File: src/rtl/sprite_compositor_if.sv
// Register-write bus for the sprite compositor: the host drives the strobe,
// address and data, and the compositor flags writes to unmapped addresses.
interface sprite_compositor_if #(
  parameter int AW    = 4,
  parameter int CORDW = 16
) ();
  logic             wr_en;
  logic [AW-1:0]    wr_addr;
  logic [CORDW-1:0] wr_data;
  logic             wr_err;

  modport master (output wr_en, wr_addr, wr_data, input wr_err);
  modport slave  (input wr_en, wr_addr, wr_data, output wr_err);
endinterface

File: src/rtl/sprite_compositor.sv
// Fixed-priority sprite compositor with double-buffered position/enable registers
// (committed on the frame pulse) and per-frame collision reporting.
module sprite_compositor #(
  parameter int               NUM_SPR    = 3,
  parameter int               CORDW      = 16,
  parameter int               CIDXW      = 4,
  parameter logic [CIDXW-1:0] TRANS_INDX = 4'hF,
  parameter int               AW         = 4
) (
  input  logic                     clk_25MHz,
  input  logic                     btn_rst_n,
  input  logic                     frame,
  input  logic                     bright,
  sprite_compositor_if.slave       bus,
  input  logic [NUM_SPR-1:0]       spr_draw,
  input  logic [NUM_SPR*CIDXW-1:0] spr_pix,
  output logic [NUM_SPR*CORDW-1:0] spr_x,
  output logic [NUM_SPR*CORDW-1:0] spr_y,
  output logic [CIDXW-1:0]         pix_idx,
  output logic                     pix_opaque,
  output logic [2:0]               pix_src,
  output logic [NUM_SPR-1:0]       coll_flags,
  output logic                     coll_valid
);

  localparam logic [AW-1:0] EN_ADDR = AW'(2 * NUM_SPR);

  logic [CORDW-1:0]   r_shadowX [NUM_SPR];
  logic [CORDW-1:0]   r_shadowY [NUM_SPR];
  logic [CORDW-1:0]   r_activeX [NUM_SPR];
  logic [CORDW-1:0]   r_activeY [NUM_SPR];
  logic [NUM_SPR-1:0] r_shadowEn;
  logic [NUM_SPR-1:0] r_activeEn;
  logic [NUM_SPR-1:0] r_collAccum;
  logic [NUM_SPR-1:0] r_collFlags;
  logic               r_collValid;
  logic               r_wrErr;
  logic [CIDXW-1:0]   r_pixIdx;
  logic               r_pixOpaque;
  logic [2:0]         r_pixSrc;

  logic [NUM_SPR-1:0] w_opaque;
  logic [3:0]         w_opaqueCount;
  logic               w_multi;
  logic [CIDXW-1:0]   w_winIdx;
  logic [2:0]         w_winSrc;
  logic               w_anyOpaque;

  // The commit reads shadow values before this edge's write lands, so a write
  // coinciding with frame only takes effect at the following frame.
  always_ff @(posedge clk_25MHz or negedge btn_rst_n) begin
    if (!btn_rst_n) begin
      for (int k = 0; k < NUM_SPR; k++) begin
        r_shadowX[k] <= '0;
        r_shadowY[k] <= '0;
        r_activeX[k] <= '0;
        r_activeY[k] <= '0;
      end
      r_shadowEn <= '1;
      r_activeEn <= '1;
      r_wrErr    <= 1'b0;
    end else begin
      if (bus.wr_en) begin
        for (int k = 0; k < NUM_SPR; k++) begin
          if (bus.wr_addr == AW'(2 * k))     r_shadowX[k] <= bus.wr_data;
          if (bus.wr_addr == AW'(2 * k + 1)) r_shadowY[k] <= bus.wr_data;
        end
        if (bus.wr_addr == EN_ADDR) r_shadowEn <= bus.wr_data[NUM_SPR-1:0];
      end
      if (frame) begin
        for (int k = 0; k < NUM_SPR; k++) begin
          r_activeX[k] <= r_shadowX[k];
          r_activeY[k] <= r_shadowY[k];
        end
        r_activeEn <= r_shadowEn;
      end
      r_wrErr <= bus.wr_en && (bus.wr_addr > EN_ADDR);
    end
  end

  // Scanning from the highest index down leaves the lowest opaque sprite as winner.
  always_comb begin
    w_opaque      = '0;
    w_opaqueCount = '0;
    w_winIdx      = TRANS_INDX;
    w_winSrc      = '0;
    w_anyOpaque   = 1'b0;
    for (int k = NUM_SPR - 1; k >= 0; k--) begin
      w_opaque[k] = bright && spr_draw[k] && r_activeEn[k] &&
                    (spr_pix[k*CIDXW +: CIDXW] != TRANS_INDX);
      w_opaqueCount = w_opaqueCount + 4'(w_opaque[k]);
      if (w_opaque[k]) begin
        w_winIdx    = spr_pix[k*CIDXW +: CIDXW];
        w_winSrc    = 3'(k);
        w_anyOpaque = 1'b1;
      end
    end
    w_multi = (w_opaqueCount > 4'd1);
  end

  always_ff @(posedge clk_25MHz or negedge btn_rst_n) begin
    if (!btn_rst_n) begin
      r_pixIdx    <= TRANS_INDX;
      r_pixOpaque <= 1'b0;
      r_pixSrc    <= '0;
    end else begin
      r_pixIdx    <= w_winIdx;
      r_pixOpaque <= w_anyOpaque;
      r_pixSrc    <= w_winSrc;
    end
  end

  // The frame cycle's own overlaps are dropped: the accumulator restarts empty.
  always_ff @(posedge clk_25MHz or negedge btn_rst_n) begin
    if (!btn_rst_n) begin
      r_collAccum <= '0;
      r_collFlags <= '0;
      r_collValid <= 1'b0;
    end else begin
      r_collValid <= frame;
      if (frame) begin
        r_collFlags <= r_collAccum;
        r_collAccum <= '0;
      end else if (w_multi) begin
        r_collAccum <= r_collAccum | w_opaque;
      end
    end
  end

  always_comb begin
    spr_x = '0;
    spr_y = '0;
    for (int k = 0; k < NUM_SPR; k++) begin
      spr_x[k*CORDW +: CORDW] = r_activeX[k];
      spr_y[k*CORDW +: CORDW] = r_activeY[k];
    end
  end

  assign pix_idx    = r_pixIdx;
  assign pix_opaque = r_pixOpaque;
  assign pix_src    = r_pixSrc;
  assign coll_flags = r_collFlags;
  assign coll_valid = r_collValid;
  assign bus.wr_err = r_wrErr;

endmodule
File: src/flat_wrapper.sv
// flat-port wrapper written by rule: the top's interface ports become plain ports
module sprite_compositor_flat 
#(
  parameter int               NUM_SPR    = 3,
  parameter int               CORDW      = 16,
  parameter int               CIDXW      = 4,
  parameter logic [CIDXW-1:0] TRANS_INDX = 4'hF,
  parameter int               AW         = 4
)
  (clk_25MHz, btn_rst_n, frame, bright, spr_draw, spr_pix, spr_x, spr_y, pix_idx, pix_opaque, pix_src, coll_flags, coll_valid, bus_wr_en, bus_wr_addr, bus_wr_data, bus_wr_err);
  sprite_compositor_if #(.AW(AW), .CORDW(CORDW)) bus_i ();
  input  logic clk_25MHz;
  input  logic btn_rst_n;
  input  logic frame;
  input  logic bright;
  input  logic [NUM_SPR-1:0] spr_draw;
  input  logic [NUM_SPR*CIDXW-1:0] spr_pix;
  output logic [NUM_SPR*CORDW-1:0] spr_x;
  output logic [NUM_SPR*CORDW-1:0] spr_y;
  output logic [CIDXW-1:0] pix_idx;
  output logic pix_opaque;
  output logic [2:0] pix_src;
  output logic [NUM_SPR-1:0] coll_flags;
  output logic coll_valid;
  input wire logic [$bits(bus_i.wr_en)-1:0] bus_wr_en;
  input wire logic [$bits(bus_i.wr_addr)-1:0] bus_wr_addr;
  input wire logic [$bits(bus_i.wr_data)-1:0] bus_wr_data;
  output wire logic [$bits(bus_i.wr_err)-1:0] bus_wr_err;
  assign bus_i.wr_en = bus_wr_en;
  assign bus_i.wr_addr = bus_wr_addr;
  assign bus_i.wr_data = bus_wr_data;
  assign bus_wr_err = bus_i.wr_err;
  sprite_compositor #(.NUM_SPR(NUM_SPR), .CORDW(CORDW), .CIDXW(CIDXW), .TRANS_INDX(TRANS_INDX), .AW(AW)) u_core (.clk_25MHz(clk_25MHz), .btn_rst_n(btn_rst_n), .frame(frame), .bright(bright), .bus(bus_i), .spr_draw(spr_draw), .spr_pix(spr_pix), .spr_x(spr_x), .spr_y(spr_y), .pix_idx(pix_idx), .pix_opaque(pix_opaque), .pix_src(pix_src), .coll_flags(coll_flags), .coll_valid(coll_valid));
endmodule
File: config.mk
export PLATFORM = sky130hd
export DESIGN_NAME = sprite_compositor_flat
export DESIGN_NICKNAME = d
export VERILOG_FILES = /design/src/rtl/sprite_compositor_if.sv /design/src/rtl/sprite_compositor.sv /design/src/flat_wrapper.sv
export SDC_FILE = /design/constraint.sdc
export NUM_CORES = 1
export LEC_CHECK = 0
export ABC_AREA = 1
export ABC_CLOCK_PERIOD_IN_PS = 2500
export CAP_MARGIN = 40
export CORE_MARGIN = 4
export CORE_UTILIZATION = 40
export DETAILED_ROUTE_END_ITERATION = 8
export DONT_BUFFER_PORTS = 1
export PLACE_DENSITY_LB_ADDON = 0.1
export SETUP_SLACK_MARGIN = 0.2
export SLEW_MARGIN = 20
export SYNTH_ARGS = -nofsm -noshare
export SYNTH_HDL_FRONTEND = slang
export SYNTH_SLANG_ARGS = --single-unit
export TNS_END_PERCENT = 100
File: constraint.sdc
create_clock -name clk_25MHz -period 2.5 [get_ports clk_25MHz]
set_input_delay 0.25 -clock clk_25MHz [delete_from_list [all_inputs] [get_ports clk_25MHz]]
set_output_delay 0.25 -clock clk_25MHz [all_outputs]
set_load 0.02 [all_outputs]
==> results of run 1 <==
## metal layers
| layer | global-route usage (%) | part of all wire, % |
|---|---|---|
| met3 | 5.00 | 7.5 |
| met2 | 28.0 | 45 |
| met5 | 0 | 0 |
| met4 | 5.53 | 2.2 |
| met1 | 25.4 | 46 |
## cell families after synthesis
logic type / Yosys count / share of synthesized area (%)
and+or+nand+nor: 464 / 22.2
DFF: 213 / 65.3
AOI/OAI and AO/OA: 107 / 7.63
buffers and inverters: 75 / 4.36
adders and majority gates: 3 / 0.459
other: 1 / 0.0459
## power by group
part | leakage, µW | internal (µW) | switching, µW
clock | 0.000403 | 2150 | 1350
sequential | 0.00272 | 4110 | 810
combinational | 0.00166 | 331 | 470
total | 0.00478 | 6590 | 2630
## layout make-up
class                           instances  area (µm²)
Multi-Input combinational cell        575        2480
Inverter                               33         126
Clock inverter                         10         104
Fill cell                            1984       10900
Timing Repair Buffer                   13         158
Antenna cell                            1        2.50
Sequential cell                       213        5340
Tap cell                              270         338
Clock buffer                           34         699
## Yosys cell counts, types with 3 or more instances
library cell	n
sky130_fd_sc_hd__buf_6	7
sky130_fd_sc_hd__nand3_2	3
sky130_fd_sc_hd__nor2_1	18
sky130_fd_sc_hd__clkbuf_1	18
sky130_fd_sc_hd__buf_2	11
sky130_fd_sc_hd__nand2_2	3
sky130_fd_sc_hd__o21ai_2	23
sky130_fd_sc_hd__nand4_1	4
sky130_fd_sc_hd__nand3_1	5
sky130_fd_sc_hd__buf_1	3
sky130_fd_sc_hd__nand2_1	426
sky130_fd_sc_hd__o21ai_0	54
sky130_fd_sc_hd__dfstp_2	10
sky130_fd_sc_hd__dfrtp_1	203
sky130_fd_sc_hd__inv_1	32
sky130_fd_sc_hd__o21ai_1	27
sky130_fd_sc_hd__ha_1	3
## critical path, stage by stage (launching register included)
cell and delay, ps:
sky130_fd_sc_hd__dfstp_2 510, sky130_fd_sc_hd__inv_1 40, sky130_fd_sc_hd__nor2_1 170, sky130_fd_sc_hd__and2_1 380, sky130_fd_sc_hd__nor2_1 100, sky130_fd_sc_hd__nand2_1 90
sky130_fd_sc_hd__nand2_1 50, sky130_fd_sc_hd__dlygate4sd3_1 550
## registers in the layout (all words and copies together) (netlist names)
name	flops
u_core.r_shadowX	48
u_core.r_shadowY	48
u_core.spr_x	48
u_core.spr_y	48
u_core.pix_idx	4
u_core.coll_flags	3
u_core.r_activeEn	3
u_core.r_collAccum	3
u_core.r_shadowEn	3
u_core.pix_src	2
u_core.bus.wr_err	1
u_core.coll_valid	1
u_core.pix_opaque	1
## worst min path at each step
stage | startpoint | end | slack [ps]
2_1_floorplan | btn_rst_n | u_core.bus.wr_err | -50
3_3_place_gp | btn_rst_n | u_core.pix_src[0] | -40
3_5_place_dp | btn_rst_n | u_core.pix_src[0] | -40
4_1_cts | btn_rst_n | u_core.pix_src[0] | -580
5_1_grt | btn_rst_n | u_core.pix_src[0] | -580
6_report | btn_rst_n | u_core.pix_src[0] | -550
## stage by stage
| stage | area, µm² | cells | hold slack, ps | power (µW) | setup WS [ps] |
|---|---|---|---|---|---|
| CTS | 9250 | 1148 | -581 | 9380 | 539 |
| global route | 9250 | 1148 | -584 | 9710 | 393 |
| finish | 9250 | 1149 | -553 | 9220 | 523 |
| detailed placement | 8310 | 1092 | -39.2 | 5750 | 729 |
| global placement | 8310 | 1092 | -39.5 | 5710 | 800 |
| floorplan | 8180 | 863 | -45.6 | 5480 | 907 |
## timing repair
action | 4_1_cts | 5_1_grt
resized for setup | 0 | 0
buffers inserted | 0 | 0
hold endpoints to repair | 319 | 213
==> impl_results.html, run 1 <==
<table>
<tr><th>Metric</th><th>Value</th></tr>
<tr><th colspan="2">STA</th></tr>
<tr><td>Final setup violation count</td><td>0</td></tr>
<tr><td>Setup repair after global routing missed its margin</td><td>false</td></tr>
<tr><td>Clock Skews</td><td>8.67 ps</td></tr>
<tr><td>Fmax</td><td>506 MHz</td></tr>
<tr><td>Hold Worst Slack</td><td>-553 ps</td></tr>
<tr><td>Final Slew Violations</td><td>0</td></tr>
<tr><td>Setup tns final</td><td>0 ps</td></tr>
<tr><td>Final worst-path cycle share</td><td>79.1%</td></tr>
<tr><td>Relative slew margins</td><td>52.7%</td></tr>
<tr><td>Period minus WS final</td><td>1980 ps</td></tr>
<tr><td>Slew of the pin with the lowest slew margin</td><td>709 ps</td></tr>
<tr><td>Number of hold violations in the final report</td><td>213</td></tr>
<tr><th colspan="2">Synthesis</th></tr>
<tr><td>Post-synthesis instance area</td><td>8180 µm²</td></tr>
<tr><td>Count of flip-flops with a built-in enable after synthesis</td><td>0</td></tr>
<tr><td>Asr flop ratio synth</td><td>100%</td></tr>
<tr><td>Number of different library cells in the post-synthesis netlist</td><td>27</td></tr>
<tr><td>Synth Net Count</td><td>906</td></tr>
<tr><td>Post-Synthesis Mean Instance Area</td><td>9.48 µm²</td></tr>
<tr><td>Cell type with the largest total area after synthesis</td><td>sky130_fd_sc_hd__dfrtp_1</td></tr>
<tr><td>Number of cells produced by synthesis</td><td>863</td></tr>
<tr><td>Top area cells in the synthesized netlist</td><td>sky130_fd_sc_hd__dfrtp_1 62%, sky130_fd_sc_hd__nand2_1 20%, sky130_fd_sc_hd__o21ai_0 3.3%</td></tr>
<tr><td>Most used flip-flop cell after synthesis</td><td>sky130_fd_sc_hd__dfrtp_1</td></tr>
<tr><td>Total number of yosys warnings</td><td>0</td></tr>
<tr><td>Top-area cell type share of the netlist area</td><td>62.1%</td></tr>
<tr><td>Sequential area share after synthesis</td><td>65.3%</td></tr>
<tr><td>Flip-flop and latch count after synthesis</td><td>213</td></tr>
<tr><th colspan="2">Status</th></tr>
<tr><td>Violations in the final reports</td><td>negative hold slack</td></tr>
<tr><td>Outcome</td><td>complete, but fails checks</td></tr>
<tr><th colspan="2">Finish</th></tr>
<tr><td>Area growth from synthesis to layout</td><td>13.1%</td></tr>
<tr><td>Util after Layout</td><td>45.9%</td></tr>
<tr><td>Top library cells by usage in the layout, fill and taps aside</td><td>426 x sky130_fd_sc_hd__nand2_1, 203 x sky130_fd_sc_hd__dfrtp_1, 54 x sky130_fd_sc_hd__o21ai_0</td></tr>
<tr><td>Most frequent standard cell in the layout excluding fill and tap cells</td><td>sky130_fd_sc_hd__nand2_1</td></tr>
<tr><td>Share of layout cells above drive strength 1</td><td>9.68%</td></tr>
<tr><td>Final net count</td><td>903</td></tr>
<tr><th colspan="2">Global route</th></tr>
<tr><td>Global-route wire length before repair</td><td>31.8 mm</td></tr>
<tr><td>Maximum number of pins on one net before global-route repair</td><td>214</td></tr>
<tr><td>Overall global routing resource usage</td><td>18.2%</td></tr>
<tr><td>Number of global-route vias before repair</td><td>5652</td></tr>
<tr><td>Global route total overflow</td><td>0</td></tr>
<tr><td>Antenna violations before repair</td><td>1</td></tr>
<tr><th colspan="2">Die</th></tr>
<tr><td>Row cnt</td><td>52</td></tr>
<tr><td>Die area</td><td>22800 µm²</td></tr>
<tr><td>Die width</td><td>151 µm</td></tr>
<tr><td>Initial cell density of the core</td><td>40.5%</td></tr>
<tr><td>Die Ht</td><td>151 µm</td></tr>
<tr><td>Boundary pin count</td><td>149</td></tr>
<tr><td>Core Area</td><td>20200 µm²</td></tr>
<tr><th colspan="2">Drt</th></tr>
<tr><td>Via count of the routed design</td><td>5607</td></tr>
<tr><td>Total routed wirelength</td><td>20.3 mm</td></tr>
<tr><td>Antenna-violating nets left</td><td>0</td></tr>
<tr><td>Routed len/inst</td><td>17.7 µm</td></tr>
<tr><td>Number of DRC violations after detailed-routing iteration 0</td><td>317</td></tr>
<tr><td>Count of TritonRoute iterations in the first routing pass</td><td>5</td></tr>
<tr><td>Ratio of routed vias to standard cells</td><td>4.88</td></tr>
<tr><td>DRC Markers</td><td>0</td></tr>
<tr><th colspan="2">Run</th></tr>
<tr><td>Maximum Capacitance Violations</td><td>0</td></tr>
<tr><th colspan="2">Critical path</th></tr>
<tr><td>R2r worst-path depth</td><td>7</td></tr>
<tr><td>CP Data Required Time</td><td>2920 ps</td></tr>
<tr><td>R2R Path Start</td><td>u_core.r_activeEn[0]</td></tr>
<tr><td>Timing endpoint of the critical path</td><td>u_core.pix_idx[2]</td></tr>
<tr><td>Launching element type of the critical path</td><td>flop</td></tr>
<tr><td>Launch point of the critical path</td><td>u_core.r_activeEn[0]</td></tr>
<tr><td>Slack of the worst reg-to-reg path</td><td>520 ps</td></tr>
<tr><td>Crit path arrival time</td><td>2400 ps</td></tr>
<tr><td>Worst R2R End</td><td>u_core.pix_idx[2]</td></tr>
<tr><td>Largest fanout on the critical path</td><td>11</td></tr>
<tr><td>Critical path endpoint category</td><td>flop</td></tr>
<tr><td>Start-to-end type of the worst setup path</td><td>reg -&gt; reg</td></tr>
<tr><th colspan="2">Placed design</th></tr>
<tr><td>Placed wire-length estimate after detailed placement</td><td>12.2 mm</td></tr>
<tr><td>Number of input and output port buffers inserted</td><td>0</td></tr>
<tr><td>Routability congestion estimate</td><td>0.794</td></tr>
<tr><th colspan="2">Power</th></tr>
<tr><td>Leakage power figure</td><td>0.00478 µW</td></tr>
<tr><td>Max IR drop VDD</td><td>0.521 mV</td></tr>
<tr><td>Power per Cell Area</td><td>997 nW/µm²</td></tr>
<tr><th colspan="2">Min path</th></tr>
<tr><td>Worst Hold Class</td><td>in -&gt; async</td></tr>
<tr><th colspan="2">Clocking</th></tr>
<tr><td>Clock root cell</td><td>sky130_fd_sc_hd__clkbuf_16</td></tr>
<tr><td>Buffers from clock root to sink, at most</td><td>3</td></tr>
<tr><td>Clock buffers created by TritonCTS</td><td>24</td></tr>
<tr><td>Clock latency at the later pin of the worst-skew pair</td><td>510 ps</td></tr>
<tr><td>Clock tree from TritonCTS</td><td>done</td></tr>
<tr><td>Number of hold buffers added after cts</td><td>12</td></tr>
<tr><td>Number of sinks driven by the clock tree</td><td>213</td></tr>
<tr><td>H-tree level count</td><td>1</td></tr>
<tr><td>Clock Pin Slew Worst Setup and Hold Paths</td><td>60 ps</td></tr>
</table>
Power figures use the tool's default switching activity.
==> run 2, diff against run 1 <==
- ABC_CLOCK_PERIOD_IN_PS: 2500 -> 1950
- clock period: 2.5 -> 1.95 ns (I/O delays scaled with it)
==> run 2 against run 1 <==
Net effect: the run still ends with negative hold slack left; non-clock buffer count rose by 23; final area rose by 2.5%; via count increased by 1.9%; maximum frequency up 17%; die area stayed put; critical endpoint is now u_core.spr_x[32]; highest routed layer unchanged.
==> impl_results.html, run 2 (synthesis gave the netlist of run 1 again) <==
<table>
<tr><th>Metric</th><th>Value</th></tr>
<tr><th colspan="2">Global route</th></tr>
<tr><td>Global-route wire length before repair</td><td>32.5 mm (+2.3%)</td></tr>
<tr><td>Number of global-route vias before repair</td><td>5781 (+2.3%)</td></tr>
<tr><td>Overall global routing resource usage</td><td>18.6% (+0.33 points)</td></tr>
<tr><td>Antenna violations before repair</td><td>0 (-1)</td></tr>
<tr><td>GRT Max-Usage Layer</td><td>met2</td></tr>
<tr><td>Maximum number of pins on one net before global-route repair</td><td>214 (unchanged)</td></tr>
<tr><td>Global route total overflow</td><td>0 (unchanged)</td></tr>
<tr><td>Met3 Resource Use GR</td><td>5.57% (+0.57 points)</td></tr>
<tr><td>Met2 usage</td><td>29.0% (+1.0 points)</td></tr>
<tr><td>Met1 demand-to-capacity share in global routing</td><td>25.5% (+0.15 points)</td></tr>
<tr><th colspan="2">Critical path</th></tr>
<tr><td>Start-to-end type of the worst setup path</td><td>reg -&gt; reg</td></tr>
<tr><td>Launching element type of the critical path</td><td>flop</td></tr>
<tr><td>Cell class contributing the biggest share of worst-path delay</td><td>buffers and inverters</td></tr>
<tr><td>CP Data Required Time</td><td>2320 ps (-600 ps)</td></tr>
<tr><td>Crit-path max cell delay</td><td>540 ps (about the same)</td></tr>
<tr><td>Worst path cell trace</td><td>nand2_1 -&gt; dlygate4sd3_1 -&gt; nand2_1 -&gt; dlygate4sd3_1</td></tr>
<tr><td>Crit path arrival time</td><td>2070 ps (-330 ps)</td></tr>
<tr><td>Buf/Inv on CP</td><td>2 (unchanged)</td></tr>
<tr><td>Largest fanout on the critical path</td><td>2 (-9)</td></tr>
<tr><td>Highest-delay cell along the critical path</td><td>sky130_fd_sc_hd__dlygate4sd3_1</td></tr>
<tr><td>Critical path endpoint category</td><td>flop</td></tr>
<tr><th colspan="2">Clocking</th></tr>
<tr><td>H-tree level count</td><td>1 (unchanged)</td></tr>
<tr><td>Number of sinks driven by the clock tree</td><td>213 (unchanged)</td></tr>
<tr><td>Clock buffers created by TritonCTS</td><td>23 (-4.2%)</td></tr>
<tr><td>Clock root cell</td><td>sky130_fd_sc_hd__clkbuf_16</td></tr>
<tr><td>Number of hold buffers added after cts</td><td>32 (+20)</td></tr>
<tr><td>Clock latency at the later pin of the worst-skew pair</td><td>500 ps (about the same)</td></tr>
<tr><td>Clock tree from TritonCTS</td><td>done</td></tr>
<tr><td>Clock Pin Slew Worst Setup and Hold Paths</td><td>50 ps (about the same)</td></tr>
<tr><td>Buffers from clock root to sink, at most</td><td>3 (unchanged)</td></tr>
<tr><th colspan="2">Finish</th></tr>
<tr><td>Fillers</td><td>1977 (-0.35%)</td></tr>
<tr><td>Share of layout cells above drive strength 1</td><td>10.4% (+0.68 points)</td></tr>
<tr><td>Most frequent standard cell in the layout excluding fill and tap cells</td><td>sky130_fd_sc_hd__nand2_1</td></tr>
<tr><td>Top library cells by usage in the layout, fill and taps aside</td><td>425 x sky130_fd_sc_hd__nand2_1, 203 x sky130_fd_sc_hd__dfrtp_1, 54 x sky130_fd_sc_hd__o21ai_0</td></tr>
<tr><td>Antenna cell count</td><td>0 (-1)</td></tr>
<tr><td>Area growth from synthesis to layout</td><td>15.9%</td></tr>
<tr><td>Final net count</td><td>925 (+2.4%)</td></tr>
<tr><th colspan="2">Placed design</th></tr>
<tr><td>Routability congestion estimate</td><td>0.802 (+0.96%)</td></tr>
<tr><td>Post-placement setup slack</td><td>313 ps (-416 ps)</td></tr>
<tr><td>Placed wire-length estimate after detailed placement</td><td>12.3 mm (+0.61%)</td></tr>
<tr><td>Number of input and output port buffers inserted</td><td>0 (unchanged)</td></tr>
<tr><th colspan="2">STA</th></tr>
<tr><td>Fmax</td><td>590 MHz (+17%)</td></tr>
<tr><td>Hold Worst Slack</td><td>-598 ps (-44.9 ps)</td></tr>
<tr><td>Final worst-path cycle share</td><td>86.9% (+7.9 points)</td></tr>
<tr><td>Clock Skews</td><td>7.11 ps (-1.56 ps)</td></tr>
<tr><td>Slew of the pin with the lowest slew margin</td><td>696 ps (-12.4 ps)</td></tr>
<tr><td>Final Slew Violations</td><td>0 (unchanged)</td></tr>
<tr><td>Smallest setup slack after layout</td><td>254 ps (-268 ps)</td></tr>
<tr><td>Setup tns final</td><td>0 ps (unchanged)</td></tr>
<tr><td>Relative slew margins</td><td>53.4% (+0.67 points)</td></tr>
<tr><td>Final setup violation count</td><td>0 (unchanged)</td></tr>
<tr><td>Period minus WS final</td><td>1700 ps (-282 ps)</td></tr>
<tr><td>Setup repair after global routing missed its margin</td><td>false</td></tr>
<tr><td>Number of hold violations in the final report</td><td>213 (unchanged)</td></tr>
<tr><th colspan="2">Drt</th></tr>
<tr><td>Number of DRC violations after detailed-routing iteration 0</td><td>322 (+1.6%)</td></tr>
<tr><td>Ratio of routed vias to standard cells</td><td>4.89 (+0.29%)</td></tr>
<tr><td>Via count of the routed design</td><td>5716 (+1.9%)</td></tr>
<tr><td>Antenna-violating nets left</td><td>0 (unchanged)</td></tr>
<tr><td>Count of TritonRoute iterations in the first routing pass</td><td>4 (-1)</td></tr>
<tr><td>DRC Markers</td><td>0 (unchanged)</td></tr>
<tr><td>Total routed wirelength</td><td>20.9 mm (+2.8%)</td></tr>
<tr><td>Routed len/inst</td><td>17.9 µm (+1.1%)</td></tr>
<tr><th colspan="2">Die</th></tr>
<tr><td>Core Area</td><td>20200 µm² (unchanged)</td></tr>
<tr><td>Die area</td><td>22800 µm² (unchanged)</td></tr>
<tr><td>Die width</td><td>151 µm (unchanged)</td></tr>
<tr><td>Initial cell density of the core</td><td>40.5% (unchanged)</td></tr>
<tr><td>Row cnt</td><td>52 (unchanged)</td></tr>
<tr><td>Boundary pin count</td><td>149 (unchanged)</td></tr>
<tr><td>Die Ht</td><td>151 µm (unchanged)</td></tr>
<tr><th colspan="2">Power</th></tr>
<tr><td>Leakage power figure</td><td>0.00486 µW (+1.7%)</td></tr>
<tr><td>Power per Cell Area</td><td>1250 nW/µm² (+26%)</td></tr>
<tr><td>Max IR drop VDD</td><td>0.509 mV (-2.3%)</td></tr>
<tr><th colspan="2">Run</th></tr>
<tr><td>Maximum Capacitance Violations</td><td>0 (unchanged)</td></tr>
<tr><th colspan="2">Min path</th></tr>
<tr><td>Worst Hold Class</td><td>in -&gt; async</td></tr>
<tr><th colspan="2">Status</th></tr>
<tr><td>Violations in the final reports</td><td>negative hold slack</td></tr>
<tr><td>Outcome</td><td>complete, but fails checks</td></tr>
</table>
## run 2: cell count changes in the layout (fill, tap and decap cells not counted), sizes merged
cell         before  now
dlygate4sd3      11   30
buf               2    6
inv              34   33
clkinv            7    3
diode             1    0
clkinvlp          0    2
## run 2: timing repair
item | in CTS | in global routing
hold endpoints to repair | 319 | 213
buffers inserted | 0 | 1
resized for setup | 0 | 4
setup endpoints to repair | 0 | 3
## run 2: worst paths after layout
check / slack [ps] / to / cells after the start / from
max in group asynchronous: 2140 / u_core.r_shadowX[41] / 0 / btn_rst_n
min in group clk_25MHz: 20 / u_core.pix_idx[1] / 5 / bright
setup / recovery: 250 / u_core.spr_x[32] / 4 / u_core.r_shadowX[0]
hold reg to reg: 480 / u_core.spr_x[11] / 2 / u_core.r_shadowX[43]
setup reg to reg: 250 / u_core.spr_x[32] / 4 / u_core.r_shadowX[0]
hold / removal: -600 / u_core.pix_src[0] / 0 / btn_rst_n
## run 2: worst register-to-register path, cell delays in order (launching register included)
cell and delay [ps]:
sky130_fd_sc_hd__dfrtp_1 380, sky130_fd_sc_hd__nand2_1 70, sky130_fd_sc_hd__dlygate4sd3_1 540, sky130_fd_sc_hd__nand2_1 50, sky130_fd_sc_hd__dlygate4sd3_1 540
## run 2: power breakdown
part,switching (µW),internal [µW]
clock network,1690,2760
logic,618,483
registers,1040,5270
## run 2: cell type report
class	instances	area, µm²	share of cell area (%)
inverter	33	126	1.33
tap	270	338	3.56
clock inverter	7	90.1	0.950
sequential	213	5340	56.4
timing repair buffer	36	378	3.99
multi-input combinational	575	2500	26.3
clock buffer	34	707	7.46
## run 2: stage by stage
step	utilization, %	area (µm²)	power [µW]	instances
2_1_floorplan	-	8180	7020	863
3_3_place_gp	41.3	8330	7320	1095
3_5_place_dp	41.3	8330	7380	1095
4_1_cts	46.9	9460	12000	1168
5_1_grt	47.0	9480	12500	1168
6_report	47.0	9480	11900	1168
## run 2: per-layer routing
layer,part of all wire (%),vias to the layer above
met5,0,-
met4,1.8,0
met3,8.0,25
met2,46,168
met1,44,2789
li1,-,2734
==> run 3, diff against run 2 <==
- ABC_AREA: 1 -> 0
==> run 3 against run 2 <==
Net effect: combinational power rose by 90%; first-iteration DRC count fell by 39%; maximum frequency fell by 4.4%; power rose by 14%; flip-flop and latch count did not move; clock skew rose by 0.61 ps; die area fell by 0.32%; setup slack got worse by 78 ps; the flow still finishes with violations (negative hold slack); synthesized cell count fell by 43%; final cell count fell by 21%; sequential power rose by 10%.
==> impl_results.html, run 3 <==
<table>
<tr><th>Metric</th><th>Value</th></tr>
<tr><th colspan="2">Synthesis</th></tr>
<tr><td>Largest family of logic cells by synthesized area</td><td>multiplexers</td></tr>
<tr><td>Cell type with the largest total area after synthesis</td><td>sky130_fd_sc_hd__dfrtp_1</td></tr>
<tr><td>Synthesized-area fraction occupied by and/or/nand/nor cells</td><td>2.76% (-19 points)</td></tr>
<tr><td>Xor and xnor fraction of the mapped netlist area</td><td>0% (unchanged)</td></tr>
<tr><td>Sequential area share after synthesis</td><td>65.6% (+0.22 points)</td></tr>
<tr><td>Synth Net Count</td><td>538 (-41%)</td></tr>
<tr><td>Flip-flop and latch count after synthesis</td><td>213 (unchanged)</td></tr>
<tr><td>Top area cells in the synthesized netlist</td><td>sky130_fd_sc_hd__dfrtp_1 62%, sky130_fd_sc_hd__mux2_2 28%, sky130_fd_sc_hd__dfstp_2 3.2%</td></tr>
<tr><td>Top-area cell type share of the netlist area</td><td>62.3% (+0.21 points)</td></tr>
<tr><td>Post-Synthesis Mean Instance Area</td><td>16.5 µm² (+74%)</td></tr>
<tr><td>Share of the synthesized area in compound gates (AO/OA/AOI/OAI)</td><td>1.34% (-6.3 points)</td></tr>
<tr><td>Most used flip-flop cell after synthesis</td><td>sky130_fd_sc_hd__dfrtp_1</td></tr>
<tr><td>Fraction of synthesized area in multiplexers</td><td>27.8% (+28 points)</td></tr>
<tr><td>Synthesized-area fraction occupied by adder cells</td><td>0.461% (+0.0016 points)</td></tr>
<tr><td>Most instantiated library cell after synthesis</td><td>sky130_fd_sc_hd__dfrtp_1</td></tr>
<tr><td>Number of different library cells in the post-synthesis netlist</td><td>30 (+11%)</td></tr>
<tr><td>Asr flop ratio synth</td><td>100% (unchanged)</td></tr>
<tr><td>Number of cells produced by synthesis</td><td>495 (-43%)</td></tr>
<tr><td>List of most frequent post-synthesis cells</td><td>203 x sky130_fd_sc_hd__dfrtp_1, 201 x sky130_fd_sc_hd__mux2_2, 10 x sky130_fd_sc_hd__clkbuf_1, 10 x sky130_fd_sc_hd__dfstp_2</td></tr>
<tr><td>Post-synthesis instance area</td><td>8150 µm² (-0.34%)</td></tr>
<tr><td>Count of flip-flops with a built-in enable after synthesis</td><td>0 (unchanged)</td></tr>
<tr><td>Total number of yosys warnings</td><td>0 (unchanged)</td></tr>
<tr><th colspan="2">Clocking</th></tr>
<tr><td>Clock root cell</td><td>sky130_fd_sc_hd__clkbuf_16</td></tr>
<tr><td>H-tree level count</td><td>1 (unchanged)</td></tr>
<tr><td>Clock buffers created by TritonCTS</td><td>23 (unchanged)</td></tr>
<tr><td>Clock latency at the later pin of the worst-skew pair</td><td>500 ps (about the same)</td></tr>
<tr><td>Clock tree from TritonCTS</td><td>done</td></tr>
<tr><td>Clock Pin Slew Worst Setup and Hold Paths</td><td>60 ps (about the same)</td></tr>
<tr><td>Number of sinks driven by the clock tree</td><td>213 (unchanged)</td></tr>
<tr><td>Buffers from clock root to sink, at most</td><td>3 (unchanged)</td></tr>
<tr><td>Number of hold buffers added after cts</td><td>136 (+330%)</td></tr>
<tr><th colspan="2">Power</th></tr>
<tr><td>Leakage power figure</td><td>0.00475 µW (-2.4%)</td></tr>
<tr><td>Power per Cell Area</td><td>1270 nW/µm² (+1.6%)</td></tr>
<tr><td>Sw Pwr</td><td>3610 µW (+7.6%)</td></tr>
<tr><td>Switching portion of total power</td><td>26.7% (-1.5 points)</td></tr>
<tr><td>Max IR drop VDD</td><td>0.615 mV (+21%)</td></tr>
<tr><td>Clock network power share</td><td>33.1% (-4.5 points)</td></tr>
<tr><td>Reg power frac</td><td>51.4% (-1.8 points)</td></tr>
<tr><td>Part of the power in combinational logic</td><td>15.5% (+6.2 points)</td></tr>
<tr><td>Cell-internal power</td><td>9900 µW (+16%)</td></tr>
<tr><th colspan="2">Finish</th></tr>
<tr><td>Post-route standard cell area excluding fillers</td><td>10600 µm² (+12%)</td></tr>
<tr><td>Register Area</td><td>5340 µm² (unchanged)</td></tr>
<tr><td>Final net count</td><td>683 (-26%)</td></tr>
<tr><td>Multi-input logic area</td><td>2710 µm² (+8.4%)</td></tr>
<tr><td>Fillers</td><td>1651 (-16%)</td></tr>
<tr><td>Final Instance Count excl. Fillers</td><td>922 (-21%)</td></tr>
<tr><td>Util after Layout</td><td>53.7% (+6.7 points)</td></tr>
<tr><td>Top library cells by usage in the layout, fill and taps aside</td><td>203 x sky130_fd_sc_hd__dfrtp_1, 201 x sky130_fd_sc_hd__mux2_2, 136 x sky130_fd_sc_hd__dlygate4sd3_1</td></tr>
<tr><td>Most frequent standard cell in the layout excluding fill and tap cells</td><td>sky130_fd_sc_hd__dfrtp_1</td></tr>
<tr><td>Area growth from synthesis to layout</td><td>30.2%</td></tr>
<tr><td>Share of layout cells above drive strength 1</td><td>41.2% (+31 points)</td></tr>
<tr><th colspan="2">STA</th></tr>
<tr><td>Setup tns final</td><td>0 ps (unchanged)</td></tr>
<tr><td>Relative slew margins</td><td>66.0% (+13 points)</td></tr>
<tr><td>Hold Worst Slack</td><td>-605 ps (-7.22 ps)</td></tr>
<tr><td>Number of hold violations in the final report</td><td>217 (+1.9%)</td></tr>
<tr><td>Final worst-path cycle share</td><td>90.9% (+4.0 points)</td></tr>
<tr><td>Clock Skews</td><td>7.72 ps (+0.614 ps)</td></tr>
<tr><td>Slew of the pin with the lowest slew margin</td><td>507 ps (-189 ps)</td></tr>
<tr><td>Period minus WS final</td><td>1770 ps (+78.0 ps)</td></tr>
<tr><td>Final setup violation count</td><td>0 (unchanged)</td></tr>
<tr><td>Final Slew Violations</td><td>0 (unchanged)</td></tr>
<tr><td>Setup repair after global routing missed its margin</td><td>true</td></tr>
<tr><td>Fmax</td><td>564 MHz (-4.4%)</td></tr>
<tr><th colspan="2">Critical path</th></tr>
<tr><td>Launching element type of the critical path</td><td>flop</td></tr>
<tr><td>CP Data Required Time</td><td>2350 ps (+30 ps)</td></tr>
<tr><td>Crit path arrival time</td><td>2170 ps (+100 ps)</td></tr>
<tr><td>R2r worst-path depth</td><td>6 (+2)</td></tr>
<tr><td>Start-to-end type of the worst setup path</td><td>reg -&gt; reg</td></tr>
<tr><td>Largest fanout on the critical path</td><td>2 (unchanged)</td></tr>
<tr><td>Critical path endpoint category</td><td>flop</td></tr>
<tr><th colspan="2">Drt</th></tr>
<tr><td>Number of DRC violations after detailed-routing iteration 0</td><td>197 (-39%)</td></tr>
<tr><td>Antenna-violating nets left</td><td>0 (unchanged)</td></tr>
<tr><td>Routed len/inst</td><td>19.6 µm (+9.6%)</td></tr>
<tr><td>Total routed wirelength</td><td>18.0 mm (-14%)</td></tr>
<tr><td>DRC Markers</td><td>0 (unchanged)</td></tr>
<tr><td>Via count of the routed design</td><td>4674 (-18%)</td></tr>
<tr><td>Ratio of routed vias to standard cells</td><td>5.07 (+3.6%)</td></tr>
<tr><td>Count of TritonRoute iterations in the first routing pass</td><td>4 (unchanged)</td></tr>
<tr><th colspan="2">Die</th></tr>
<tr><td>Row cnt</td><td>51 (-1.9%)</td></tr>
<tr><td>Core Area</td><td>19800 µm² (-1.9%)</td></tr>
<tr><td>Initial cell density of the core</td><td>41.2% (+0.66 points)</td></tr>
<tr><td>Die width</td><td>151 µm (-0.16%)</td></tr>
<tr><td>Die Ht</td><td>151 µm (-0.16%)</td></tr>
<tr><td>Die area</td><td>22700 µm² (-0.32%)</td></tr>
<tr><td>Boundary pin count</td><td>149 (unchanged)</td></tr>
<tr><th colspan="2">Global route</th></tr>
<tr><td>Number of global-route vias before repair</td><td>5253 (-9.1%)</td></tr>
<tr><td>Antenna violations before repair</td><td>1 (+1)</td></tr>
<tr><td>Global-route wire length before repair</td><td>29.2 mm (-10%)</td></tr>
<tr><td>Overall global routing resource usage</td><td>16.4% (-2.2 points)</td></tr>
<tr><td>Maximum number of pins on one net before global-route repair</td><td>214 (unchanged)</td></tr>
<tr><td>Global route total overflow</td><td>0 (unchanged)</td></tr>
<tr><th colspan="2">Placed design</th></tr>
<tr><td>Placed wire-length estimate after detailed placement</td><td>10.4 mm (-16%)</td></tr>
<tr><td>Number of input and output port buffers inserted</td><td>0 (unchanged)</td></tr>
<tr><td>Routability congestion estimate</td><td>0.828 (+3.2%)</td></tr>
<tr><td>Instance area after placement</td><td>8370 µm² (+0.53%)</td></tr>
<tr><td>Post-placement cell count</td><td>740 (-32%)</td></tr>
<tr><th colspan="2">Status</th></tr>
<tr><td>Violations in the final reports</td><td>negative hold slack</td></tr>
<tr><td>Outcome</td><td>complete, but fails checks</td></tr>
<tr><th colspan="2">Run</th></tr>
<tr><td>Maximum Capacitance Violations</td><td>0 (unchanged)</td></tr>
<tr><th colspan="2">Min path</th></tr>
<tr><td>Worst Hold Class</td><td>in -&gt; async</td></tr>
</table>
-- run 3: cell count changes after synthesis, sizes merged, moves of 7 or more --
cell	change
clkbuf	-9
nand2	-427
a211oi	+7
o21ai	-104
nor2	-14
inv	-30
mux2	+201
buf	-8
-- run 3: cell families (layout without fill, tap and decap cells) --
kind of cell             Yosys count  after routing
AND/OR/NAND/NOR                   34             34
other                              1              2
multiplexers                     201            201
AO/OA/AOI/OAI                     15             15
flip-flops                       213            213
buffers and inverters             28            189
adder cells (fa/ha/maj)            3              3
-- run 3: what timing repair did --
action,4_1_cts,5_1_grt
pin swaps,4,2
buffers inserted,2,2
hold endpoints to repair,423,217
setup endpoints to repair,2,2
resized for setup,9,0
-- run 3: area by class of cell --
class / count / share of cell area [%]
inverters: 3 / 0.106
repair buffers: 145 / 13.5
flip-flops and latches: 213 / 50.3
multi-input cells: 254 / 25.5
diodes: 1 / 0.0236
well taps: 265 / 3.12
clock buffers: 32 / 6.31
clock inverters: 9 / 1.16
-- run 3: metal layers --
layer / up-vias / wire (µm) / track usage (%)
met5: - / 0 / 0
met4: 0 / 497 / 4.90
met3: 38 / 1460 / 5.54
met2: 140 / 9280 / 28.6
met1: 2439 / 6800 / 19.1
li1: 2057 / - / -
-- run 3: power groups by stage --
stage	Sequential (µW)	Combinational, µW	Clock [µW]
global placement	7010	1070	0
detailed placement	7050	1130	0
finish	6950	2090	4470
floorplan	6750	1070	0
global route	7100	2300	4800
CTS	6980	2050	4610
-- run 3: path summary, 6_finish.rpt --
check,start,to,slack [ps]
setup reg to reg,u_core.r_activeEn[2],u_core.r_collAccum[2],180
max in group asynchronous,btn_rst_n,u_core.pix_idx[2],2210
min in group clk_25MHz,frame,u_core.coll_valid,-270
hold / removal,btn_rst_n,u_core.spr_y[9],-600
hold reg to reg,u_core.r_collAccum[0],u_core.r_collAccum[0],490
setup / recovery,u_core.r_activeEn[2],u_core.r_collAccum[2],180
-- run 3: stage by stage --
step / total power (µW) / setup slack, ps
2_1_floorplan: 7810 / 204
3_3_place_gp: 8080 / 166
3_5_place_dp: 8180 / 75.5
4_1_cts: 13600 / 200
5_1_grt: 14200 / 89.2
6_report: 13500 / 177
-- run 3: worst max-delay path: stages, from the launching register on --
cell	delay, ps
sky130_fd_sc_hd__dfstp_2	560
sky130_fd_sc_hd__nand3_4	80
sky130_fd_sc_hd__a41oi_4	230
sky130_fd_sc_hd__ha_4	240
sky130_fd_sc_hd__and4b_1	290
sky130_fd_sc_hd__a211oi_2	80
sky130_fd_sc_hd__a211oi_1	180
